==> src/rtl/encoder_speed_meas_if.sv <==
// rtl/encoder_speed_meas_if.sv - encoder strobe inputs and speed-loop feedback bundle
interface encoder_speed_meas_if;
    logic               enc_pulse;
    logic [1:0]         enc_dir;
    logic signed [15:0] pulse_cnt;
    logic signed [15:0] speed_rpm;
    logic               speed_valid;
    logic               busy;
    logic               cnt_sat;
    logic               stall;

    // master: the side feeding pulses and consuming the speed feedback
    modport master (
        output enc_pulse, enc_dir,
        input  pulse_cnt, speed_rpm, speed_valid, busy, cnt_sat, stall
    );

    // slave: the speed measurement block
    modport slave (
        input  enc_pulse, enc_dir,
        output pulse_cnt, speed_rpm, speed_valid, busy, cnt_sat, stall
    );
endinterface

==> src/rtl/encoder_speed_meas.sv <==
// rtl/encoder_speed_meas.sv - M-method encoder speed measurement (optional SPEED_FILTER_EN 4-window average)
module encoder_speed_meas #(
    parameter int CLK_FREQ_KHZ = 50000,
    parameter int GATE_MS      = 10,
    parameter int ENCO_NUM     = 4000,
    parameter int STALL_WIN    = 50
) (
    input  logic                 clk,
    input  logic                 rst,
    encoder_speed_meas_if.slave  bus
);
    localparam int GATE_CYCLES = CLK_FREQ_KHZ * GATE_MS;
`ifdef SPEED_FILTER_EN
    localparam int NW        = 35;
    localparam int DEN_SCALE = 4;
`else
    localparam int NW        = 32;
    localparam int DEN_SCALE = 1;
`endif
    localparam logic [31:0]        DEN       = 32'(ENCO_NUM * GATE_MS * DEN_SCALE);
    localparam logic [31:0]        GATE_LAST = 32'(GATE_CYCLES - 1);
    localparam logic signed [16:0] ACC_MAX   = 17'sd32767;
    localparam logic signed [16:0] ACC_MIN   = -17'sd32767;
    localparam int                 SW        = $clog2(STALL_WIN + 1);

    typedef enum logic [1:0] {IDLE, LOAD, DIV, DONE} state_t;

    state_t             state, state_nxt;
    logic [31:0]        gate_cnt;
    logic               win_end;
    logic               fwd, rev;
    logic signed [16:0] acc;
    logic               sat;
    logic signed [15:0] cnt_q;
    logic               cnt_sat_q;
    logic signed [17:0] load_val;
    logic [17:0]        mag;
    logic [NW-1:0]      num_load;
    logic [NW-1:0]      quo;
    logic [31:0]        rem;
    logic [32:0]        trial;
    logic               ge;
    logic [31:0]        rem_nxt;
    logic [5:0]         div_cnt;
    logic               neg;
    logic signed [15:0] clamped;
    logic signed [15:0] rpm_new;
    logic signed [15:0] rpm_q;
    logic [SW-1:0]      stall_cnt;
    logic [SW-1:0]      stall_cnt_nxt;
    logic               stall_nxt;
    logic               stall_q;

    assign win_end = (gate_cnt == GATE_LAST);
    assign fwd     = bus.enc_pulse && (bus.enc_dir == 2'b10);
    assign rev     = bus.enc_pulse && (bus.enc_dir == 2'b01);

    // free-running gate window counter
    always_ff @(posedge clk) begin
        if (rst)          gate_cnt <= '0;
        else if (win_end) gate_cnt <= '0;
        else              gate_cnt <= gate_cnt + 32'd1;
    end

    // signed pulse accumulator; a pulse on the terminal cycle seeds the next window
    always_ff @(posedge clk) begin
        if (rst) begin
            acc <= '0;
            sat <= 1'b0;
        end else if (win_end) begin
            acc <= fwd ? 17'sd1 : (rev ? -17'sd1 : 17'sd0);
            sat <= 1'b0;
        end else if (fwd) begin
            if (acc == ACC_MAX) sat <= 1'b1;
            else                acc <= acc + 17'sd1;
        end else if (rev) begin
            if (acc == ACC_MIN) sat <= 1'b1;
            else                acc <= acc - 17'sd1;
        end
    end

    // latch the completed window count and its saturation flag
    always_ff @(posedge clk) begin
        if (rst) begin
            cnt_q     <= '0;
            cnt_sat_q <= 1'b0;
        end else if (win_end) begin
            cnt_q     <= acc[15:0];
            cnt_sat_q <= sat;
        end
    end

`ifdef SPEED_FILTER_EN
    logic signed [15:0] hist [4];

    // shift register of the last four window counts
    always_ff @(posedge clk) begin
        if (rst) begin
            for (int i = 0; i < 4; i++) hist[i] <= '0;
        end else if (win_end) begin
            hist[0] <= acc[15:0];
            for (int i = 1; i < 4; i++) hist[i] <= hist[i-1];
        end
    end

    assign load_val = {{2{hist[0][15]}}, hist[0]} + {{2{hist[1][15]}}, hist[1]}
                    + {{2{hist[2][15]}}, hist[2]} + {{2{hist[3][15]}}, hist[3]};
`else
    assign load_val = {{2{cnt_q[15]}}, cnt_q};
`endif

    assign mag      = load_val[17] ? 18'(-load_val) : 18'(load_val);
    assign num_load = NW'(mag) * NW'(60000);

    // one restoring-division step: shift in the next dividend bit, subtract if it fits
    assign trial   = {rem, quo[NW-1]};
    assign ge      = (trial >= {1'b0, DEN});
    assign rem_nxt = ge ? 32'(trial - {1'b0, DEN}) : trial[31:0];

    // sign restore and clamp of the finished quotient
    assign clamped = (quo > NW'(32767)) ? 16'sd32767 : $signed(quo[15:0]);
    assign rpm_new = neg ? -clamped : clamped;

    // stall counter saturates at STALL_WIN on consecutive empty windows
    assign stall_cnt_nxt = (cnt_q != 16'sd0) ? '0 :
                           ((stall_cnt == SW'(STALL_WIN)) ? stall_cnt : stall_cnt + 1'b1);
    assign stall_nxt     = (stall_cnt_nxt == SW'(STALL_WIN));

    // FSM state register
    always_ff @(posedge clk) begin
        if (rst) state <= IDLE;
        else     state <= state_nxt;
    end

    // FSM next-state logic
    always_comb begin
        state_nxt = state;
        case (state)
            IDLE:    if (win_end) state_nxt = LOAD;
            LOAD:    state_nxt = DIV;
            DIV:     if (div_cnt == 6'(NW - 1)) state_nxt = DONE;
            DONE:    state_nxt = IDLE;
            default: state_nxt = IDLE;
        endcase
    end

    // divider datapath: load operands, then iterate one quotient bit per cycle
    always_ff @(posedge clk) begin
        if (rst) begin
            quo     <= '0;
            rem     <= '0;
            neg     <= 1'b0;
            div_cnt <= '0;
        end else begin
            case (state)
                LOAD: begin
                    quo     <= num_load;
                    rem     <= '0;
                    neg     <= load_val[17];
                    div_cnt <= '0;
                end
                DIV: begin
                    quo     <= {quo[NW-2:0], ge};
                    rem     <= rem_nxt;
                    div_cnt <= div_cnt + 6'd1;
                end
                default: ;
            endcase
        end
    end

    // hold the published speed and stall state between updates
    always_ff @(posedge clk) begin
        if (rst) begin
            rpm_q     <= '0;
            stall_cnt <= '0;
            stall_q   <= 1'b0;
        end else if (state == DONE) begin
            rpm_q     <= rpm_new;
            stall_cnt <= stall_cnt_nxt;
            stall_q   <= stall_nxt;
        end
    end

    // FSM outputs: the new speed and stall are visible in the same cycle as speed_valid
    always_comb begin
        bus.speed_valid = (state == DONE);
        bus.busy        = (state != IDLE);
        bus.speed_rpm   = (state == DONE) ? rpm_new : rpm_q;
        bus.stall       = (state == DONE) ? stall_nxt : stall_q;
        bus.pulse_cnt   = cnt_q;
        bus.cnt_sat     = cnt_sat_q;
    end

    // a window must never close while the divider is still working
    a_no_overlap: assert property (@(posedge clk) disable iff (rst) !(win_end && (state != IDLE)));

endmodule
==> src/flat_wrapper.sv <==
// flat-port wrapper written by rule: the top's interface ports become plain ports
module encoder_speed_meas_flat 
#(
    parameter int CLK_FREQ_KHZ = 50000,
    parameter int GATE_MS      = 10,
    parameter int ENCO_NUM     = 4000,
    parameter int STALL_WIN    = 50
)
  (clk, rst, bus_enc_pulse, bus_enc_dir, bus_pulse_cnt, bus_speed_rpm, bus_speed_valid, bus_busy, bus_cnt_sat, bus_stall);
  encoder_speed_meas_if bus_i ();
  input  logic clk;
  input  logic rst;
  input wire logic [$bits(bus_i.enc_pulse)-1:0] bus_enc_pulse;
  input wire logic [$bits(bus_i.enc_dir)-1:0] bus_enc_dir;
  output wire logic [$bits(bus_i.pulse_cnt)-1:0] bus_pulse_cnt;
  output wire logic [$bits(bus_i.speed_rpm)-1:0] bus_speed_rpm;
  output wire logic [$bits(bus_i.speed_valid)-1:0] bus_speed_valid;
  output wire logic [$bits(bus_i.busy)-1:0] bus_busy;
  output wire logic [$bits(bus_i.cnt_sat)-1:0] bus_cnt_sat;
  output wire logic [$bits(bus_i.stall)-1:0] bus_stall;
  assign bus_i.enc_pulse = bus_enc_pulse;
  assign bus_i.enc_dir = bus_enc_dir;
  assign bus_pulse_cnt = bus_i.pulse_cnt;
  assign bus_speed_rpm = bus_i.speed_rpm;
  assign bus_speed_valid = bus_i.speed_valid;
  assign bus_busy = bus_i.busy;
  assign bus_cnt_sat = bus_i.cnt_sat;
  assign bus_stall = bus_i.stall;
  encoder_speed_meas #(.CLK_FREQ_KHZ(CLK_FREQ_KHZ), .GATE_MS(GATE_MS), .ENCO_NUM(ENCO_NUM), .STALL_WIN(STALL_WIN)) u_core (.clk(clk), .rst(rst), .bus(bus_i));
endmodule
==> config.mk <==
export PLATFORM = sky130hd
export DESIGN_NAME = encoder_speed_meas_flat
export DESIGN_NICKNAME = d
export VERILOG_FILES = /design/src/rtl/encoder_speed_meas_if.sv /design/src/rtl/encoder_speed_meas.sv /design/src/flat_wrapper.sv
export SDC_FILE = /design/constraint.sdc
export NUM_CORES = 1
export LEC_CHECK = 0
export BUFFER_PORTS_ARGS = -buffer_cell sky130_fd_sc_hd__buf_4
export CAP_MARGIN = 20
export CORE_UTILIZATION = 40
export CTS_BUF_LIST = sky130_fd_sc_hd__clkbuf_4 sky130_fd_sc_hd__clkbuf_8
export DETAILED_ROUTE_END_ITERATION = 6
export PLACE_DENSITY = 0.6
export SLEW_MARGIN = 25
export SYNTH_ARGS = -nofsm -noshare
export SYNTH_HDL_FRONTEND = slang
export SYNTH_SLANG_ARGS = --single-unit
==> constraint.sdc <==
create_clock -name clk -period 15.16 [get_ports clk]
set_input_delay 0.758 -clock clk [delete_from_list [all_inputs] [get_ports clk]]
set_output_delay 0.758 -clock clk [all_outputs]
set_load 0.01 [all_outputs]
==> impl_metrics.xml, run 1 <==
<?xml version="1.0" encoding="UTF-8"?>
<metrics>
  <group name="pwr">
    <metric name="vdd_ir_max" unit="mV">0.0802</metric>
    <metric name="power.static_leakage" unit="nW">5.46</metric>
    <metric name="power_per_cell_area" unit="mW/mm2">91.7</metric>
  </group>
  <group name="cts">
    <metric name="cts-htree-levels" unit="">4</metric>
    <metric name="clk_path_buf_depth" unit="">2</metric>
    <metric name="cts-root-buf" unit="">clkbuf_8</metric>
    <metric name="clkSlewWorstSetupHoldPaths" unit="ns">0.09</metric>
    <metric name="cts_hold_buffers" unit="">0</metric>
    <metric name="tritoncts.num_buffers" unit="">17</metric>
    <metric name="clk_sink_count" unit="">163</metric>
    <metric name="cts_repair_resize_count" unit="">0</metric>
    <metric name="post-cts-setup-buffer-count" unit="">0</metric>
    <metric name="clock_latency" unit="ns">0.48</metric>
    <metric name="cts_tree" unit="">built</metric>
  </group>
  <group name="timing">
    <metric name="rsz0062_at_grt" unit="">false</metric>
    <metric name="setup_viol" unit="">0</metric>
    <metric name="holdWs" unit="ns">0.452</metric>
    <metric name="achievable-frequency" unit="MHz">141</metric>
    <metric name="clock-skew-final" unit="ns">0.0164</metric>
    <metric name="post-route-period-util" unit="">0.468</metric>
    <metric name="fin_tns_setup" unit="ns">0</metric>
    <metric name="timing_max_transition_violations_final" unit="">0</metric>
    <metric name="finalWorstPathRequiredPeriod" unit="ns">7.10</metric>
    <metric name="timing.slew.headroom" unit="">0.483</metric>
    <metric name="number_of_hold_slack_violations_in_the_final_timing_report" unit="">0</metric>
    <metric name="worstMarginPinSlew" unit="ns">0.767</metric>
  </group>
  <group name="place">
    <metric name="finalWeightedCongestion" unit="">0.869</metric>
    <metric name="placed_cells" unit="">1859</metric>
    <metric name="detailed_place_hpwl" unit="um">20600</metric>
    <metric name="placement.io_buffers" unit="">40</metric>
  </group>
  <group name="routing">
    <metric name="vias_per_cell" unit="">5.33</metric>
    <metric name="drt_first_iter_violations" unit="">570</metric>
    <metric name="dr.pass1.iters" unit="">4</metric>
    <metric name="postRouteWirelength" unit="um">27500</metric>
    <metric name="avgRoutedWirePerCell" unit="um">14.5</metric>
    <metric name="detailroute.via_count" unit="">10066</metric>
    <metric name="remaining_drc_errors" unit="">0</metric>
    <metric name="antenna_violating_nets_post_route" unit="">0</metric>
  </group>
  <group name="synthesis">
    <metric name="synth_largest_type_area_fraction" unit="">0.265</metric>
    <metric name="netlist-cell-type-count" unit="">63</metric>
    <metric name="syn-cell-area" unit="mm2">0.0123</metric>
    <metric name="synthesized_instance_count" unit="">1474</metric>
    <metric name="seq_area_frac_synth" unit="">0.265</metric>
    <metric name="post_synth_main_area_contributors" unit="">dfxtp_1 27%, fa_1 11%, ha_1 9.9%, nand2_1 4.7%, xor2_1 4.4%</metric>
    <metric name="post-synth-top-area-cell" unit="">dfxtp_1</metric>
    <metric name="number_of_enable_flip_flop_cells_after_synthesis" unit="">0</metric>
    <metric name="syn-mean-instance-area" unit="um2">8.35</metric>
    <metric name="ys_dominant_reg_cell" unit="">dfxtp_1</metric>
    <metric name="synthesis.yosys.warnings" unit="">0</metric>
    <metric name="total_of_flip_flops_plus_latches_after_synthesis" unit="">163</metric>
    <metric name="postSynth.asyncResetShare" unit="">0</metric>
  </group>
  <group name="worst_setup_path">
    <metric name="critical_path.most_common_cell" unit="">fa_1</metric>
    <metric name="startpoint_type" unit="">register</metric>
    <metric name="worst-endpoint-required" unit="ns">15.55</metric>
    <metric name="critPathMaxStageDelay" unit="ns">0.54</metric>
    <metric name="cp-end-kind" unit="">register</metric>
    <metric name="critical_path.max_fanout" unit="">9</metric>
    <metric name="timing.setup.critical_path_class" unit="">reg2reg</metric>
    <metric name="worst_path_max_delay_cell" unit="">fa_1</metric>
    <metric name="cp_cell_sequence" unit="">or3_1 -&gt; or2_2 -&gt; or4_1 -&gt; o31a_1 -&gt; xor2_1 -&gt; fa_1 -&gt; inv_1 -&gt; fa_1 -&gt; fa_1 -&gt; fa_1 -&gt; fa_1 -&gt; inv_1 -&gt; ha_1 -&gt; nand4_1 -&gt; a2111oi_0 -&gt; o21ai_0 -&gt; a21boi_0 -&gt; o21ai_0 -&gt; mux2_2 -&gt; a211oi_1</metric>
    <metric name="critical_path_arrival" unit="ns">7.49</metric>
  </group>
  <group name="flow_run">
    <metric name="maxCapViolations" unit="">0</metric>
  </group>
  <group name="floorplanning">
    <metric name="initial_utilization" unit="">0.411</metric>
    <metric name="die_height" unit="um">177</metric>
    <metric name="floorplan.die_area" unit="mm2">0.0315</metric>
    <metric name="i_o_pin_total" unit="">41</metric>
    <metric name="die_w" unit="um">177</metric>
    <metric name="num_rows" unit="">63</metric>
    <metric name="core_ar" unit="mm2">0.0300</metric>
  </group>
  <group name="global_routing">
    <metric name="number_of_global_route_vias_before_repair" unit="">9469</metric>
    <metric name="groute.usage.overall" unit="">0.179</metric>
    <metric name="grt_antenna_before_repair" unit="">0</metric>
    <metric name="overflow" unit="">0</metric>
    <metric name="grt_max_degree" unit="">67</metric>
    <metric name="first_pass_grt_wire_length" unit="um">45900</metric>
  </group>
  <group name="cells_and_area">
    <metric name="antenna_cells_inserted" unit="">0</metric>
    <metric name="final_cell_mix" unit="">163 x dfxtp_1, 153 x nand2_1, 117 x inv_1, 110 x nor2_1, 95 x ha_1</metric>
    <metric name="final_cell_count_no_fill" unit="">1890</metric>
    <metric name="layout.cells.most_common" unit="">dfxtp_1</metric>
    <metric name="flow.area_growth_from_synthesis" unit="%">8.76</metric>
    <metric name="nets" unit="">1656</metric>
    <metric name="share_of_post_route_cells_with_drive_strength_above_1" unit="">0.0780</metric>
  </group>
  <group name="outcome">
    <metric name="status" unit="">finished clean</metric>
  </group>
  <group name="hold_path">
    <metric name="min_path_type" unit="">reg2reg</metric>
  </group>
</metrics>
through the flow:
stage,cell area [um2],power [mW],setup WS [ns],util
finish,13400,1.23,8.06,0.447
global route,13400,1.31,7.62,0.447
CTS,13400,1.24,8.04,0.446
detailed placement,13000,0.912,8.07,0.434
global placement,13000,0.900,8.23,0.433
floorplan,12300,0.818,8.41,-
path summary, 6_finish.rpt:
check                                from        endpoint  slack [ns]  cells after the start
setup / recovery  u_core.bus.pulse_cnt[2]  u_core.quo[25]        8.06                     20
hold / removal                 u_core.sat      u_core.sat        0.45                      2
setup reg to reg  u_core.bus.pulse_cnt[2]  u_core.quo[25]        8.06                     20
hold reg to reg                u_core.sat      u_core.sat        0.45                      2
cells by family (layout without fill, tap and decap cells):
| kind of cell | count (synthesis) | in the layout | synth area share |
|---|---|---|---|
| simple gates | 503 | 503 | 0.204 |
| compound gates | 307 | 307 | 0.154 |
| buf+inv | 184 | 199 | 0.0562 |
| fa+ha+maj | 163 | 163 | 0.206 |
| flops | 163 | 163 | 0.265 |
| xor+xnor | 111 | 111 | 0.0790 |
| mux | 41 | 41 | 0.0348 |
| other cells | 2 | 13 | 0.000610 |
power breakdown:
group / internal [mW] / leakage, nW / total [mW] / switching [mW]
clock network: 0.156 / 0.198 / 0.324 / 0.168
registers: 0.456 / 1.32 / 0.491 / 0.0342
logic: 0.170 / 3.94 / 0.412 / 0.242
total: 0.783 / 5.46 / 1.23 / 0.444
worst max-delay path: cells and delay by family (launching register included):
kind | cells | cell delay [ns]
compound gates | 6 | 1.52
flops | 1 | 0.38
xor+xnor | 1 | 0.44
mux | 1 | 0.29
buf+inv | 2 | 0.12
simple gates | 4 | 1.33
fa+ha+maj | 6 | 2.91
metal layers:
layer / wire length (um) / up-vias / global-route usage
met3: 1140 / 17 / 0.0401
met4: 335 / 0 / 0.0463
met5: 0 / - / 0
li1: - / 5109 / -
met1: 13500 / 4819 / 0.239
met2: 12500 / 121 / 0.290
registers in the layout (all words and copies together), names as in the netlist:
name / count
u_core.bus.pulse_cnt: 16
u_core.bus.cnt_sat: 1
u_core.state: 2
u_core.stall_cnt: 6
u_core.div_cnt: 6
u_core.stall_q: 1
u_core.acc: 17
u_core.gate_cnt: 32
u_core.rpm_q: 16
u_core.sat: 1
u_core.neg: 1
u_core.quo: 32
u_core.rem: 32
cells in the mapped netlist (27+ instances only):
cell	number
o21ai_0	92
nand2_1	153
mux2i_1	27
nor2_1	111
inv_1	117
xor2_1	62
dfxtp_1	163
nand3_1	43
nor2b_1	34
clkbuf_1	59
a21oi_1	91
fa_1	66
ha_1	97
xnor2_1	49
cell type report:
class                           instances  area [um2]
Tap cell                              390         488
Inverter                              118         443
Multi-Input combinational cell       1138        8420
Clock inverter                         10         109
Timing Repair Buffer                   50         375
Clock buffer                           21         277
Sequential cell                       163        3260
Fill cell                            2977       16600
Power figures use the tool's default switching activity.
==> run 2: changes to the inputs <==
--- a/config.mk
+++ b/config.mk
@@ -10,7 +10,7 @@
 export CORE_UTILIZATION = 40
 export CTS_BUF_LIST = sky130_fd_sc_hd__clkbuf_4 sky130_fd_sc_hd__clkbuf_8
 export DETAILED_ROUTE_END_ITERATION = 6
-export PLACE_DENSITY = 0.6
+export PLACE_DENSITY = 0.62
 export SLEW_MARGIN = 25
 export SYNTH_ARGS = -nofsm -noshare
 export SYNTH_HDL_FRONTEND = slang
==> constraint.sdc (replaced) <==
create_clock -name clk -period 5.9 [get_ports clk]
set_input_delay 0.295 -clock clk [delete_from_list [all_inputs] [get_ports clk]]
set_output_delay 0.295 -clock clk [all_outputs]
set_load 0.01 [all_outputs]
==> run 2 against run 1 <==
Compared with the run above:
- the run now ends with negative setup slack left
- maximum frequency grew 16%
- first-iteration DRC count fell by 17%
- register-to-register slack got worse by 8.3 ns
- total power grew to 2.6 times the previous value
- combinational power grew to 2.6 times the previous value
- non-clock buffer count is 94 higher
- sequential power grew to 2.6 times the previous value
- via count is 3.1% higher
==> impl_metrics.xml, run 2 (synthesis gave the netlist of run 1 again) <==
<?xml version="1.0" encoding="UTF-8"?>
<metrics>
  <group name="outcome">
    <metric name="status" unit="">complete, but fails checks</metric>
    <metric name="failed_checks" unit="">negative setup slack</metric>
  </group>
  <group name="global_routing">
    <metric name="overflow" unit="">0</metric>
    <metric name="grt_antenna_before_repair" unit="">0</metric>
    <metric name="number_of_global_route_vias_before_repair" unit="">9886</metric>
    <metric name="first_pass_grt_wire_length" unit="um">47200</metric>
    <metric name="groute.usage.overall" unit="">0.183</metric>
    <metric name="grt_max_degree" unit="">52</metric>
  </group>
  <group name="cts">
    <metric name="clkSlewWorstSetupHoldPaths" unit="ns">0.10</metric>
    <metric name="clk_path_buf_depth" unit="">2</metric>
    <metric name="cts-root-buf" unit="">clkbuf_8</metric>
    <metric name="clock_latency" unit="ns">0.49</metric>
    <metric name="cts-htree-levels" unit="">4</metric>
    <metric name="tritoncts.num_buffers" unit="">17</metric>
    <metric name="cts_tree" unit="">built</metric>
    <metric name="clk_sink_count" unit="">163</metric>
  </group>
  <group name="cells_and_area">
    <metric name="share_of_post_route_cells_with_drive_strength_above_1" unit="">0.164</metric>
    <metric name="layout.cells.most_common" unit="">dfxtp_1</metric>
    <metric name="biggestRegsByFlops" unit="">u_core.gate_cnt (32), u_core.quo (32), u_core.rem (32)</metric>
    <metric name="finish.instance_area" unit="mm2">0.0144</metric>
    <metric name="antenna_cells_inserted" unit="">0</metric>
    <metric name="filler_cell_count" unit="">2885</metric>
    <metric name="final_cell_mix" unit="">160 x dfxtp_1, 150 x nand2_1, 142 x buf_4, 113 x inv_1, 110 x nor2_1</metric>
    <metric name="multi_input_comb_area" unit="mm2">0.00871</metric>
    <metric name="flow.area_growth_from_synthesis" unit="%">17.2</metric>
    <metric name="nets" unit="">1750</metric>
    <metric name="layout.area.seq" unit="mm2">0.00327</metric>
  </group>
  <group name="worst_setup_path">
    <metric name="cp-end-kind" unit="">register</metric>
    <metric name="critical_path.max_fanout" unit="">3</metric>
    <metric name="worst-endpoint-required" unit="ns">6.34</metric>
    <metric name="timing.setup.critical_path_class" unit="">reg2reg</metric>
    <metric name="startpoint_type" unit="">register</metric>
    <metric name="critical_path_arrival" unit="ns">6.56</metric>
  </group>
  <group name="routing">
    <metric name="avgRoutedWirePerCell" unit="um">14.1</metric>
    <metric name="vias_per_cell" unit="">5.23</metric>
    <metric name="detailroute.via_count" unit="">10380</metric>
    <metric name="antenna_violating_nets_post_route" unit="">0</metric>
    <metric name="postRouteWirelength" unit="um">27900</metric>
    <metric name="drt_first_iter_violations" unit="">475</metric>
    <metric name="remaining_drc_errors" unit="">0</metric>
    <metric name="dr.pass1.iters" unit="">5</metric>
  </group>
  <group name="timing">
    <metric name="finalWorstPathRequiredPeriod" unit="ns">6.12</metric>
    <metric name="rsz0062_at_grt" unit="">true</metric>
    <metric name="holdWs" unit="ns">0.109</metric>
    <metric name="finalWorstSetupSlack" unit="ns">-0.223</metric>
    <metric name="number_of_hold_slack_violations_in_the_final_timing_report" unit="">0</metric>
    <metric name="post-route-period-util" unit="">1.04</metric>
    <metric name="achievable-frequency" unit="MHz">163</metric>
    <metric name="setup_viol" unit="">7</metric>
    <metric name="clock-skew-final" unit="ns">0.0179</metric>
    <metric name="worstMarginPinSlew" unit="ns">0.897</metric>
    <metric name="timing_max_transition_violations_final" unit="">0</metric>
    <metric name="timing.slew.headroom" unit="">0.400</metric>
    <metric name="fin_tns_setup" unit="ns">-1.35</metric>
  </group>
  <group name="pwr">
    <metric name="seq_power_share" unit="">0.391</metric>
    <metric name="power_switching" unit="mW">1.15</metric>
    <metric name="share_comb_of_total_power" unit="">0.336</metric>
    <metric name="clockPowerShare" unit="">0.273</metric>
    <metric name="intPower" unit="mW">2.07</metric>
    <metric name="power.share.switching" unit="">0.356</metric>
    <metric name="power_per_cell_area" unit="mW/mm2">223</metric>
    <metric name="power.static_leakage" unit="nW">6.00</metric>
    <metric name="vdd_ir_max" unit="mV">0.245</metric>
  </group>
  <group name="place">
    <metric name="placement.io_buffers" unit="">40</metric>
    <metric name="detailed_place_hpwl" unit="um">21000</metric>
    <metric name="placedInstanceArea" unit="mm2">0.0137</metric>
    <metric name="finalWeightedCongestion" unit="">0.898</metric>
  </group>
  <group name="floorplanning">
    <metric name="die_w" unit="um">177</metric>
    <metric name="i_o_pin_total" unit="">41</metric>
    <metric name="initial_utilization" unit="">0.411</metric>
    <metric name="floorplan.die_area" unit="mm2">0.0315</metric>
    <metric name="die_height" unit="um">177</metric>
    <metric name="core_ar" unit="mm2">0.0300</metric>
    <metric name="num_rows" unit="">63</metric>
  </group>
  <group name="hold_path">
    <metric name="min_path_type" unit="">in2reg</metric>
  </group>
  <group name="flow_run">
    <metric name="maxCapViolations" unit="">0</metric>
  </group>
</metrics>
-- run 2: cell types whose count changed in the layout (fill, tap and decap cells not counted), moves of 4 or more --
| cell | before | now |
|---|---|---|
| buf_4 | 50 | 142 |
| o21ai_0 | 92 | 83 |
| a211oi_1 | 24 | 19 |
| a211oi_2 | 0 | 5 |
| a21oi_1 | 90 | 85 |
| o21ai_1 | 0 | 5 |
| a21oi_2 | 2 | 6 |
| inv_1 | 117 | 113 |
| inv_2 | 0 | 4 |
| o21ai_2 | 0 | 4 |
-- run 2: worst max-delay path, cell delays in order (launching register included) --
cell	delay (ns)
dfxtp_4	0.34
or3_4	0.38
or2_4	0.24
or4_4	0.42
o31a_1	0.28
xor2_2	0.17
fa_1	0.50
inv_1	0.05
fa_1	0.46
fa_1	0.53
inv_2	0.04
fa_1	0.52
inv_1	0.05
fa_1	0.48
inv_2	0.04
ha_4	0.21
a21o_1	0.21
a21oi_2	0.16
o211ai_1	0.13
o21ai_2	0.19
buf_4	0.14
nor2_1	0.03
or4_1	0.39
nor2_1	0.10
-- run 2: metrics by stage --
| stage | instances | worst slack, ns | total power [mW] | util |
|---|---|---|---|---|
| finish | 1985 | -0.223 | 3.22 | 0.482 |
| global route | 1985 | -0.462 | 3.46 | 0.482 |
| CTS | 1983 | -0.257 | 3.24 | 0.476 |
| detailed placement | 1946 | -0.526 | 2.35 | 0.458 |
| global placement | 1946 | -0.426 | 2.33 | 0.457 |
| floorplan | 1485 | -0.321 | 2.11 | - |
-- run 2: cell type report --
type                            count  share of cell area
Multi-Input combinational cell   1138               0.604
Sequential cell                   163               0.227
Timing Repair Buffer              144              0.0755
Tap cell                          390              0.0338
Inverter                          118              0.0308
Clock buffer                       20              0.0182
Clock inverter                     12              0.0108
-- run 2: repair_timing --
item                                    CTS  global route
endpoints found under the hold margin     0             0
resized for setup                        19            32
setup buffers                             5             4
pin swaps                                28            32
endpoints found under the setup margin   12            12
cloned                                    0             0
hold buffers                              0             0
-- run 2: power by group through the flow --
stage	Clock, mW	Sequential (mW)	Combinational [mW]
finish	0.878	1.26	1.08
global route	0.950	1.27	1.23
CTS	0.906	1.26	1.07
detailed placement	0	1.28	1.07
global placement	0	1.28	1.05
floorplan	0	1.25	0.860
-- run 2: metal layers --
layer / global-route usage / vias up / routed length [um]
met3: 0.0345 / 27 / 768
li1: - / 5304 / -
met4: 0.0513 / 0 / 365
met2: 0.293 / 106 / 12700
met1: 0.249 / 4943 / 14100
met5: 0 / - / 0
-- run 2: worst paths after layout --
| path | startpoint | end | slack [ns] | cells past startpoint |
|---|---|---|---|---|
| setup reg to reg | u_core.bus.pulse_cnt[2] | u_core.quo[29] | -0.22 | 23 |
| setup / recovery | u_core.bus.pulse_cnt[2] | u_core.quo[29] | -0.22 | 23 |
| hold / removal | bus_enc_pulse | u_core.acc[2] | 0.11 | 3 |
| hold reg to reg | u_core.bus.cnt_sat | u_core.bus.cnt_sat | 0.47 | 2 |
